==> src/rtl/mem_port_master_if.sv <==
// rtl/mem_port_master_if.sv - client request/response and storage port bundle for mem_port_master
interface mem_port_master_if #(
   parameter int ADDR_SIZE = 28,
   parameter int ROW_WIDTH = 32
);
   // client request channel
   logic                 reqValid;
   logic                 reqReady;
   logic                 reqWrite;
   logic [ADDR_SIZE-1:0] reqAddr;
   logic [ROW_WIDTH-1:0] reqWdata;

   // client response channel
   logic                 respValid;
   logic                 respReady;
   logic [ROW_WIDTH-1:0] respData;

   // storage read port
   logic [ADDR_SIZE-1:0] memReadAddr;
   logic                 memReadEn;
   logic                 memReadFin;
   logic [ROW_WIDTH-1:0] memReadData;

   // storage write port
   logic [ADDR_SIZE-1:0] memWriteAddr;
   logic [ROW_WIDTH-1:0] memWriteData;
   logic                 memWriteEn;

   // sticky read-starvation flag
   logic                 starveErr;

   modport master (
      input  reqValid, reqWrite, reqAddr, reqWdata, respReady, memReadFin, memReadData,
      output reqReady, respValid, respData, memReadAddr, memReadEn,
             memWriteAddr, memWriteData, memWriteEn, starveErr
   );

   modport slave (
      output reqValid, reqWrite, reqAddr, reqWdata, respReady, memReadFin, memReadData,
      input  reqReady, respValid, respData, memReadAddr, memReadEn,
             memWriteAddr, memWriteData, memWriteEn, starveErr
   );
endinterface

==> src/rtl/mem_port_master.sv <==
// rtl/mem_port_master.sv - single-outstanding request master bridging a client to a storage row port
module mem_port_master #(
   parameter int ADDR_SIZE  = 28,
   parameter int ROW_WIDTH  = 32,
   parameter int WAIT_LIMIT = 15
) (
   input  logic              clk,
   input  logic              rst,
   mem_port_master_if.master bus
);
   typedef enum logic [1:0] {IDLE, READ, WRITE, RESP} state_t;

   localparam logic [3:0] LIMIT = 4'(WAIT_LIMIT);

   state_t               state;
   state_t               state_nxt;
   logic [ADDR_SIZE-1:0] addr_q;
   logic [ROW_WIDTH-1:0] wdata_q;
   logic [ROW_WIDTH-1:0] resp_q;
   logic [3:0]           wait_cnt;
   logic                 starve_q;
   logic                 accept;

   // The direction of the accepted request lives in the state itself (READ vs WRITE),
   // so no separate write-flag register is kept.
   assign accept = (state == IDLE) && bus.reqValid;

   // State register
   always_ff @(posedge clk or negedge rst) begin
      if (!rst) state <= IDLE;
      else      state <= state_nxt;
   end

   // Next-state decision
   always_comb begin
      state_nxt = state;
      unique case (state)
         IDLE:    if (bus.reqValid)   state_nxt = bus.reqWrite ? WRITE : READ;
         READ:    if (bus.memReadFin) state_nxt = RESP;
         WRITE:                       state_nxt = RESP;
         RESP:    if (bus.respReady)  state_nxt = IDLE;
         default:                     state_nxt = IDLE;
      endcase
   end

   // Handshake and enable outputs decoded from state
   always_comb begin
      bus.reqReady   = 1'b0;
      bus.respValid  = 1'b0;
      bus.memReadEn  = 1'b0;
      bus.memWriteEn = 1'b0;
      unique case (state)
         IDLE:    bus.reqReady   = 1'b1;
         READ:    bus.memReadEn  = 1'b1;
         WRITE:   bus.memWriteEn = 1'b1;
         RESP:    bus.respValid  = 1'b1;
         default: bus.reqReady   = 1'b0;
      endcase
   end

   // Request latch, response register, grant-wait counter and sticky starvation flag
   always_ff @(posedge clk or negedge rst) begin
      if (!rst) begin
         addr_q   <= '0;
         wdata_q  <= '0;
         resp_q   <= '0;
         wait_cnt <= '0;
         starve_q <= 1'b0;
      end else begin
         if (accept) begin
            addr_q   <= bus.reqAddr;
            wdata_q  <= bus.reqWdata;
            wait_cnt <= '0;
         end
         if (state == READ) begin
            if (bus.memReadFin) begin
               resp_q <= bus.memReadData;
            end else if (wait_cnt != LIMIT) begin
               // saturate at the limit; the flag fires on the edge the limit is reached
               wait_cnt <= wait_cnt + 4'd1;
               if (wait_cnt + 4'd1 == LIMIT) starve_q <= 1'b1;
            end
         end
         if (state == WRITE) resp_q <= wdata_q;
      end
   end

   assign bus.respData     = resp_q;
   assign bus.memReadAddr  = addr_q;
   assign bus.memWriteAddr = addr_q;
   assign bus.memWriteData = wdata_q;
   assign bus.starveErr    = starve_q;
endmodule

==> src/flat_wrapper.sv <==
// flat-port wrapper written by rule: the top's interface ports become plain ports
module mem_port_master_flat 
#(
   parameter int ADDR_SIZE  = 28,
   parameter int ROW_WIDTH  = 32,
   parameter int WAIT_LIMIT = 15
)
  (clk, rst, bus_reqValid, bus_reqWrite, bus_reqAddr, bus_reqWdata, bus_respReady, bus_memReadFin, bus_memReadData, bus_reqReady, bus_respValid, bus_respData, bus_memReadAddr, bus_memReadEn, bus_memWriteAddr, bus_memWriteData, bus_memWriteEn, bus_starveErr);
  mem_port_master_if #(.ADDR_SIZE(ADDR_SIZE), .ROW_WIDTH(ROW_WIDTH)) bus_i ();
  input  logic clk;
  input  logic rst;
  input wire logic [$bits(bus_i.reqValid)-1:0] bus_reqValid;
  input wire logic [$bits(bus_i.reqWrite)-1:0] bus_reqWrite;
  input wire logic [$bits(bus_i.reqAddr)-1:0] bus_reqAddr;
  input wire logic [$bits(bus_i.reqWdata)-1:0] bus_reqWdata;
  input wire logic [$bits(bus_i.respReady)-1:0] bus_respReady;
  input wire logic [$bits(bus_i.memReadFin)-1:0] bus_memReadFin;
  input wire logic [$bits(bus_i.memReadData)-1:0] bus_memReadData;
  output wire logic [$bits(bus_i.reqReady)-1:0] bus_reqReady;
  output wire logic [$bits(bus_i.respValid)-1:0] bus_respValid;
  output wire logic [$bits(bus_i.respData)-1:0] bus_respData;
  output wire logic [$bits(bus_i.memReadAddr)-1:0] bus_memReadAddr;
  output wire logic [$bits(bus_i.memReadEn)-1:0] bus_memReadEn;
  output wire logic [$bits(bus_i.memWriteAddr)-1:0] bus_memWriteAddr;
  output wire logic [$bits(bus_i.memWriteData)-1:0] bus_memWriteData;
  output wire logic [$bits(bus_i.memWriteEn)-1:0] bus_memWriteEn;
  output wire logic [$bits(bus_i.starveErr)-1:0] bus_starveErr;
  assign bus_i.reqValid = bus_reqValid;
  assign bus_i.reqWrite = bus_reqWrite;
  assign bus_i.reqAddr = bus_reqAddr;
  assign bus_i.reqWdata = bus_reqWdata;
  assign bus_i.respReady = bus_respReady;
  assign bus_i.memReadFin = bus_memReadFin;
  assign bus_i.memReadData = bus_memReadData;
  assign bus_reqReady = bus_i.reqReady;
  assign bus_respValid = bus_i.respValid;
  assign bus_respData = bus_i.respData;
  assign bus_memReadAddr = bus_i.memReadAddr;
  assign bus_memReadEn = bus_i.memReadEn;
  assign bus_memWriteAddr = bus_i.memWriteAddr;
  assign bus_memWriteData = bus_i.memWriteData;
  assign bus_memWriteEn = bus_i.memWriteEn;
  assign bus_starveErr = bus_i.starveErr;
  mem_port_master #(.ADDR_SIZE(ADDR_SIZE), .ROW_WIDTH(ROW_WIDTH), .WAIT_LIMIT(WAIT_LIMIT)) u_core (.clk(clk), .rst(rst), .bus(bus_i));
endmodule
==> config.mk <==
export PLATFORM = sky130hd
export DESIGN_NAME = mem_port_master_flat
export DESIGN_NICKNAME = d
export VERILOG_FILES = /design/src/rtl/mem_port_master_if.sv /design/src/rtl/mem_port_master.sv /design/src/flat_wrapper.sv
export SDC_FILE = /design/constraint.sdc
export NUM_CORES = 1
export LEC_CHECK = 0
export ABC_AREA = 1
export CAP_MARGIN = 25
export CORE_MARGIN = 2
export CORE_UTILIZATION = 30
export DETAILED_ROUTE_END_ITERATION = 6
export GPL_TIMING_DRIVEN = 0
export PLACE_DENSITY_LB_ADDON = 0.3
export SYNTH_ARGS = -nofsm -noshare
export SYNTH_HDL_FRONTEND = slang
export SYNTH_SLANG_ARGS = --single-unit
==> constraint.sdc <==
create_clock -name clk -period 2.53 [get_ports clk]
set_input_delay 0.253 -clock clk [delete_from_list [all_inputs] [get_ports clk]]
set_output_delay 0.253 -clock clk [all_outputs]
set_load 0.01 [all_outputs]
==> results of run 1 <==
-- flip-flops by register name, indices dropped and copies added, names as in the netlist --
name,flops
u_core.wait_cnt,4
u_core.bus.memWriteData,32
u_core.bus.memReadAddr,28
u_core.bus.starveErr,1
u_core.bus.respData,32
u_core.state,2
-- synthesized netlist by cell type, drive strengths merged --
master   n
nand2   49
a21oi   36
o21ai   40
buf     46
mux2    56
inv     43
clkbuf   3
dfrtp   99
o21a     1
ha       7
nand4    1
nand3    6
nor2    38
-- critical path: stages, from the launching register on --
cell	delay, ns
dfrtp_1	0.40
inv_1	0.14
ha_1	0.23
clkdlybuf4s50_1	0.60
-- metrics by stage --
stage	setup TNS, ns	hold WS (ns)	instance area (um2)	total power, mW	setup WS [ns]
floorplan	0	-0.0426	4710	6.05	0.970
global placement	-251.63	0.477	7200	8.76	-2.55
detailed placement	0	0.359	7220	8.89	0.651
CTS	0	0.474	7530	10.3	0.504
global route	0	0.502	7530	10.9	0.464
finish	0	0.489	7530	10.2	0.564
-- worst min-delay path by stage --
stage	end	start	slack (ns)
finish	u_core.bus.starveErr	u_core.bus.starveErr	0.49
global route	u_core.bus.memReadAddr[1]	bus_reqAddr[1]	0.50
CTS	u_core.bus.memWriteData[29]	bus_reqWdata[29]	0.47
detailed placement	u_core.bus.respData[4]	rst	0.36
global placement	u_core.bus.starveErr	u_core.bus.starveErr	0.48
floorplan	u_core.bus.memReadAddr[0]	rst	-0.04
-- layout make-up --
cell class	count	area, um2	area share (%)
buffer	49	382	5.07
clock buffer	10	229	3.04
clock inverter	6	66.3	0.881
inverter	43	161	2.14
multi-input combinational	234	1690	22.4
sequential	99	2480	32.9
tap	211	264	3.51
timing repair buffer	224	2260	30.0
-- power breakdown --
| group | switching, mW | total, mW | internal (mW) |
|---|---|---|---|
| clock | 0.616 | 1.38 | 0.768 |
| sequential | 0.579 | 2.96 | 2.38 |
| combinational | 2.50 | 5.83 | 3.33 |
| total | 3.69 | 10.2 | 6.48 |
-- kinds of logic after synthesis --
logic type | synth area share, %
AOI/OAI and AO/OA | 10.8
buffers and inverters | 11.5
DFF | 52.6
and+or+nand+nor | 9.19
muxes | 14.0
adders and majority gates | 1.86
-- metal layers --
layer	routed length [um]	part of all wire, %	vias up	GRT usage [%]
met5	0	0	-	0
li1	-	-	1811	-
met4	140	1.1	0	4.86
met2	6620	51	117	26.9
met1	5520	42	1858	18.4
met3	746	5.7	11	4.38
==> flow_summary.ini, run 1 <==
[sta]
max_slew_margin_pct = 50.4
layout_worst_path_cycle_share_pct = 77.7
final-max-slew-violation-count = 0
hold_viol_final = 0
worstMarginPinSlew_ns = 0.745
skew_ns = 0.00378
period_minus_slack_ns = 1.97
setup_viol = 0
fmax_mhz = 509
rsz0062_at_grt = no

[power]
power.density_nw_per_um2 = 1350
p_leak_nw = 3.21
ir_drop_uv = 690

[worst_hold_path]
min_delay_path_depth = 2
hold_class = flip-flop to flip-flop

[die]
coreArea_um2 = 15300
die_w_um = 129
num_io_pins = 223
die_area_um2 = 16700
initial_core_util_pct = 30.9
die_h_um = 129
rows = 45

[routing]
post-route-drc-count = 0
viasPerCell = 4.33
ant_nets = 0
detail_route.wl_per_cell_um = 14.9
vias = 3797
firstDrtPassIters = 4
wl_um = 13000
drt-initial-drc-count = 93

[worst_setup_path]
arrival_ns = 1.71
crit_start = u_core.state[0]
critical_path_class = flip-flop to output pin
reg2regPathDepth = 6
end_kind = output pin
reg2reg_from = u_core.state[0]
cp.required_ns = 2.28
endpoint = bus_memWriteEn
cp_max_fo = 4
r2r_slack_ns = 0.67
start_kind = flip-flop
worstReg2RegEnd = u_core.bus.memWriteData[25]

[clock_network]
clk_pin_slew_ns = 0.07
postCtsResizedCells = 0
ctsHoldBuffers = 1
cts_buffer_depth = 2
clock-sinks = 99
cts_tree = built
cts_made_buffers = 9
cts_setup_buffers = 0
root_buffer = clkbuf_16
h-tree-depth = 3
insertion_delay_ns = 0.34

[placed_design]
routabilityCongestion = 0.768
hpwlAfterDp_um = 9800
dp.cells = 859
placement.io_buffers = 222

[synth]
yosysTopAreaCellShare_pct = 52.6
seq_area_frac_synth_pct = 52.6
netlist_area_um2 = 4710
synth.avg_cell_area_um2 = 11.1
synthTopCellsByArea = dfrtp_1 53%, mux2_2 11%, a21oi_2 6.0%
synth_area_leader_cell = dfrtp_1
ys_seq_elements = 99
syn_nets = 530
yosysWarnings = 0
synth_cell_type_count = 19
syn_inst = 425

[grt]
antenna_found_initial = 0
grt_overflow = 0
grtUsageTotal_pct = 15.4
grt_pass1_wl_um = 19900
grt_start_max_net_pins = 54
grt_pass1_vias = 3972

[finish]
stdcell_count = 876
n_fill_cell = 1410
num-nets-final = 765
final_cell_mix = 221 x clkdlybuf4s50_1, 99 x dfrtp_1, 49 x nand2_1, 48 x mux2_2, 43 x inv_1
utilization_pct = 49.3
antenna_cells = 0
layout_commonest_cell = clkdlybuf4s50_1
drive_above_1_share_pct = 26.9
syn2layout_area_growth_pct = 59.8

[job]
maxCapViolations = 0

[outcome]
outcome = completed
Note: power is estimated with default switching activity, not from simulation.
==> run 2: changes to the inputs <==
==> constraint.sdc (replaced) <==
create_clock -name clk -period 1.9 [get_ports clk]
set_input_delay 0.19 -clock clk [delete_from_list [all_inputs] [get_ports clk]]
set_output_delay 0.19 -clock clk [all_outputs]
set_load 0.01 [all_outputs]
==> run 2 against run 1 <==
  * Design area increased by 0.13%
  * Critical path depth increased by 3
  * Final cell count unchanged
  * First-iteration DRC count decreased by 3.2%
  * Worst hold slack got worse by 0.058 ns
  * Largest cell class unchanged
==> flow_summary.ini, run 2 (synthesis gave the netlist of run 1 again) <==
[outcome]
outcome = completed

[worst_setup_path]
cp.required_ns = 2.17
cp_max_fo = 10
cp_cell_sequence = inv_1 > ha_1 > buf_6 > clkbuf_1 > o21ai_0 > a21oi_2
path_buf_inv = 3
critical_path_class = flip-flop to flip-flop
arrival_ns = 2.00
start_kind = flip-flop
cp_top_family = buffers and inverters
cpMaxStageDelayCell = dfrtp_1
slowest_delay_ns = 0.40
end_kind = flip-flop

[sta]
worst_slack_ns = 0.170
fmax_mhz = 578
layout_worst_path_cycle_share_pct = 91.0
worstMarginPinSlew_ns = 0.743
hold_viol_final = 0
setup_viol = 0
period_minus_slack_ns = 1.73
max_slew_margin_pct = 50.5
rsz0062_at_grt = no
final-max-slew-violation-count = 0
skew_ns = 0.00449

[routing]
ant_nets = 0
post-route-drc-count = 0
detail_route.wl_per_cell_um = 14.8
wl_um = 13000
viasPerCell = 4.33
drt-initial-drc-count = 90
firstDrtPassIters = 4
vias = 3791

[power]
internal-power_mw = 8.62
power.density_nw_per_um2 = 1800
p_clk_share_pct = 13.6
p_seq_share_pct = 29.1
switching_power_mw = 4.91
ir_drop_uv = 919
p_comb_share_pct = 57.3
p_leak_nw = 3.24
sw_frac_of_total_pct = 36.3
power.total_mw = 13.5

[finish]
drive_above_1_share_pct = 27.4
utilization_pct = 49.4
n_fill_cell = 1410
num-nets-final = 765
multi_input_area_um2 = 1690
antenna_cells = 0
design_area_um2 = 7540
layout_commonest_cell = clkdlybuf4s50_1
stdcell_count = 876
final_cell_mix = 218 x clkdlybuf4s50_1, 99 x dfrtp_1, 48 x nand2_1, 48 x mux2_2, 43 x inv_1
regArea_um2 = 2480
syn2layout_area_growth_pct = 60.0

[placed_design]
placement.io_buffers = 222
pre_cts_slack_ns = 0.0209
hpwlAfterDp_um = 9800
dp.cells = 859
placed_area_um2 = 7220
routabilityCongestion = 0.768

[grt]
grt_overflow = 0
grtUsageTotal_pct = 15.4
grt_pass1_vias = 3972
grt_pass1_wl_um = 19900
grt_start_max_net_pins = 54
antenna_found_initial = 0

[clock_network]
insertion_delay_ns = 0.34
h-tree-depth = 3
cts_buffer_depth = 2
cts_setup_buffers = 0
clock-sinks = 99
root_buffer = clkbuf_16
clk_pin_slew_ns = 0.07
cts_tree = built
cts_made_buffers = 9

[die]
rows = 45
die_area_um2 = 16700
coreArea_um2 = 15300
die_h_um = 129
die_w_um = 129
initial_core_util_pct = 30.9
num_io_pins = 223

[job]
maxCapViolations = 0

[worst_hold_path]
hold_class = primary input to flip-flop
## run 2: per-stage QoR
step | setup TNS [ns] | hold slack (ns)
after floorplan | 0 | -0.106
after global placement | -307.77 | 0.477
after detailed placement | 0 | 0.296
after CTS | 0 | 0.411
after global routing | 0 | 0.439
final | 0 | 0.430
## run 2: tightest hold or removal path: stages
cell and delay [ns]:
clkdlybuf4s50_1 0.40, nor2_1 0.10, a21oi_1 0.04
## run 2: timing repair
item | in CTS | in global routing
resized for setup | 1 | 6
hold endpoints to repair | 52 | 0
endpoints found under the setup margin | 1 | 64
hold buffers | 1 | 0
gates cloned | 0 | 0
## run 2: worst paths after layout
kind / start / endpoint / slack [ns] / cells after the start
setup / recovery: u_core.state[0] / u_core.bus.respData[23] / 0.17 / 6
hold reg to reg: u_core.bus.starveErr / u_core.bus.starveErr / 0.49 / 2
max in group asynchronous: rst / u_core.bus.memWriteData[10] / 0.73 / 3
setup reg to reg: u_core.state[0] / u_core.bus.respData[23] / 0.17 / 6
min in group asynchronous: rst / u_core.bus.respData[4] / 0.47 / 2
hold / removal: bus_reqWdata[29] / u_core.bus.memWriteData[29] / 0.43 / 3
## run 2: per-layer routing
layer / up-vias / global-route usage [%] / wire [um]
li1: 1810 / - / -
met1: 1852 / 18.4 / 5500
met2: 118 / 26.9 / 6580
met3: 11 / 4.38 / 733
met4: 0 / 4.86 / 160
met5: - / 0 / 0
## run 2: layout make-up
| class | instances | area share (%) |
|---|---|---|
| Sequential cell | 99 | 32.9 |
| Buffer | 49 | 5.08 |
| Clock inverter | 6 | 0.880 |
| Timing Repair Buffer | 224 | 30.0 |
| Inverter | 43 | 2.14 |
| Tap cell | 211 | 3.50 |
| Multi-Input combinational cell | 234 | 22.5 |
| Clock buffer | 10 | 3.04 |
## run 2: power groups by stage
stage               combinational [mW]  sequential, mW  clock, mW
global placement                  7.75            3.92          0
detailed placement                7.86            3.98          0
CTS                               7.88            3.96       1.91
finish                            7.76            3.94       1.84
global route                      8.40            4.09       1.99
floorplan                         3.73            4.33          0
==> run 3: changes to the inputs <==
==> constraint.sdc (replaced) <==
create_clock -name clk -period 1.5 [get_ports clk]
set_input_delay 0.15 -clock clk [delete_from_list [all_inputs] [get_ports clk]]
set_output_delay 0.15 -clock clk [all_outputs]
set_load 0.01 [all_outputs]
==> run 3 against run 2 <==
  * The flow now finishes with violations (setup timing)
  * Critical endpoint is now u_core.bus.respData[3]
  * Sequential cell count unchanged
  * Design area increased by 6.3%
  * Maximum frequency increased by 6.7%
  * Non-clock buffer count increased by 21
  * Die area unchanged
  * Clock skew about the same
  * Final cell count increased by 2.2%
  * First-iteration DRC count decreased by 2.2%
  * Sequential power increased by 30%
==> flow_summary.ini, run 3 (synthesis gave the netlist of run 1 again) <==
[outcome]
outcome = complete, but fails checks
violations = setup timing

[job]
maxCapViolations = 0

[power]
ir_drop_uv = 1050
power.total_mw = 18.5
power.density_nw_per_um2 = 2310
p_leak_nw = 3.53

[die]
num_io_pins = 223
die_area_um2 = 16700
coreArea_um2 = 15300
rows = 45
die_h_um = 129
die_w_um = 129
initial_core_util_pct = 30.9

[finish]
final_cell_mix = 181 x clkdlybuf4s50_1, 99 x dfrtp_1, 47 x nand2_1, 47 x buf_4, 46 x mux2_2
drive_above_1_share_pct = 31.3
design_area_um2 = 8010
utilization_pct = 52.5
antenna_cells = 0
num-nets-final = 786
layout_commonest_cell = clkdlybuf4s50_1
syn2layout_area_growth_pct = 70.1

[worst_setup_path]
crit_start = u_core.state[1]
reg2regPathDepth = 8
cp_max_fo = 10
worstReg2RegEnd = u_core.bus.respData[3]
reg2reg_from = u_core.state[1]
arrival_ns = 1.85
critical_path_class = flip-flop to flip-flop
start_kind = flip-flop
end_kind = flip-flop
cp.required_ns = 1.73
r2r_slack_ns = -0.12

[clock_network]
clock-sinks = 99
h-tree-depth = 3
cts_tree = built
insertion_delay_ns = 0.34
cts_buffer_depth = 2
root_buffer = clkbuf_16
cts_made_buffers = 9
clk_pin_slew_ns = 0.07

[sta]
setup_viol = 39
layout_worst_path_cycle_share_pct = 108
hold_viol_final = 0
worstMarginPinSlew_ns = 0.707
max_slew_margin_pct = 52.9
tns_ns = -3.19
rsz0062_at_grt = yes
fmax_mhz = 617
skew_ns = 0.00461
worst_slack_ns = -0.121
final-max-slew-violation-count = 0
period_minus_slack_ns = 1.62

[routing]
wl_um = 13500
firstDrtPassIters = 4
ant_nets = 0
detail_route.wl_per_cell_um = 15.1
viasPerCell = 4.32
vias = 3864
post-route-drc-count = 0
drt-initial-drc-count = 88

[placed_design]
pre_cts_slack_ns = -0.334
placed_area_um2 = 7240
routabilityCongestion = 0.748
placement.io_buffers = 222
hpwlAfterDp_um = 9840

[grt]
grtUsageTotal_pct = 15.9
grt_pass1_vias = 4089
grt_start_max_net_pins = 52
grt_pass1_wl_um = 20600
grt_overflow = 0
antenna_found_initial = 0

[worst_hold_path]
hold_class = primary input to flip-flop
min_delay_worst_endpoint = u_core.bus.memWriteData[27]
min_delay_path_depth = 3
worstHoldStart = bus_reqWdata[27]
-- run 3: cell count changes in the layout (fill, tap and decap cells not counted), sizes merged --
cell	change
clkdlybuf4s50	-37
bufinv	+1
dlygate4sd2	+27
clkinv	-1
buf	+22
dlymetal6s2s	+6
clkinvlp	-1
clkbuf	+2
-- run 3: through the flow --
step                hold WS [ns]  instances
finish                     0.380        895
global route               0.383        895
CTS                        0.370        892
detailed placement         0.243        859
global placement           0.504        858
floorplan                 -0.146        425
-- run 3: worst max-delay path by stage --
stage,end
2_1_floorplan,u_core.bus.respData[23]
3_3_place_gp,u_core.bus.memReadAddr[2]
3_5_place_dp,u_core.bus.respData[15]
4_1_cts,u_core.bus.respData[15]
5_1_grt,u_core.bus.respData[28]
6_report,u_core.bus.respData[3]
-- run 3: layout make-up --
class / count / area (um2)
plain buffers: 49 / 474
inverters: 43 / 161
multi-input cells: 234 / 1860
flip-flops and latches: 99 / 2480
well taps: 211 / 264
clock inverters: 5 / 80.1
clock buffers: 9 / 225
fillers: 1381 / 7250
repair buffers: 245 / 2470
-- run 3: metal layers --
layer	vias to the layer above	wire length (um)	GRT usage (%)
met4	0	161	5.18
met1	1871	5650	19.4
met5	-	0	0
met3	10	756	3.30
li1	1859	-	-
met2	124	6980	28.0
-- run 3: worst max-delay path, stage by stage, from the launching register on --
cell and delay (ns):
dfrtp_1 0.41, buf_6 0.13, ha_4 0.16, buf_8 0.14
o21a_4 0.21, buf_12 0.15, buf_12 0.15, nor2_2 0.10
a21oi_2 0.04
-- run 3: timing repair --
item / CTS / global route
cloned: 3 / 2
hold buffers: 1 / 0
setup endpoints to repair: 128 / 71
endpoints found under the hold margin: 50 / 0
pin swaps: 1 / 1
setup buffers: 15 / 1
gates resized for setup: 72 / 45
-- run 3: power by group --
part	switching, mW	internal (mW)	total, mW
Clock	0.990	1.44	2.43
Sequential	1.10	4.01	5.11
Combinational	4.64	6.34	11.0
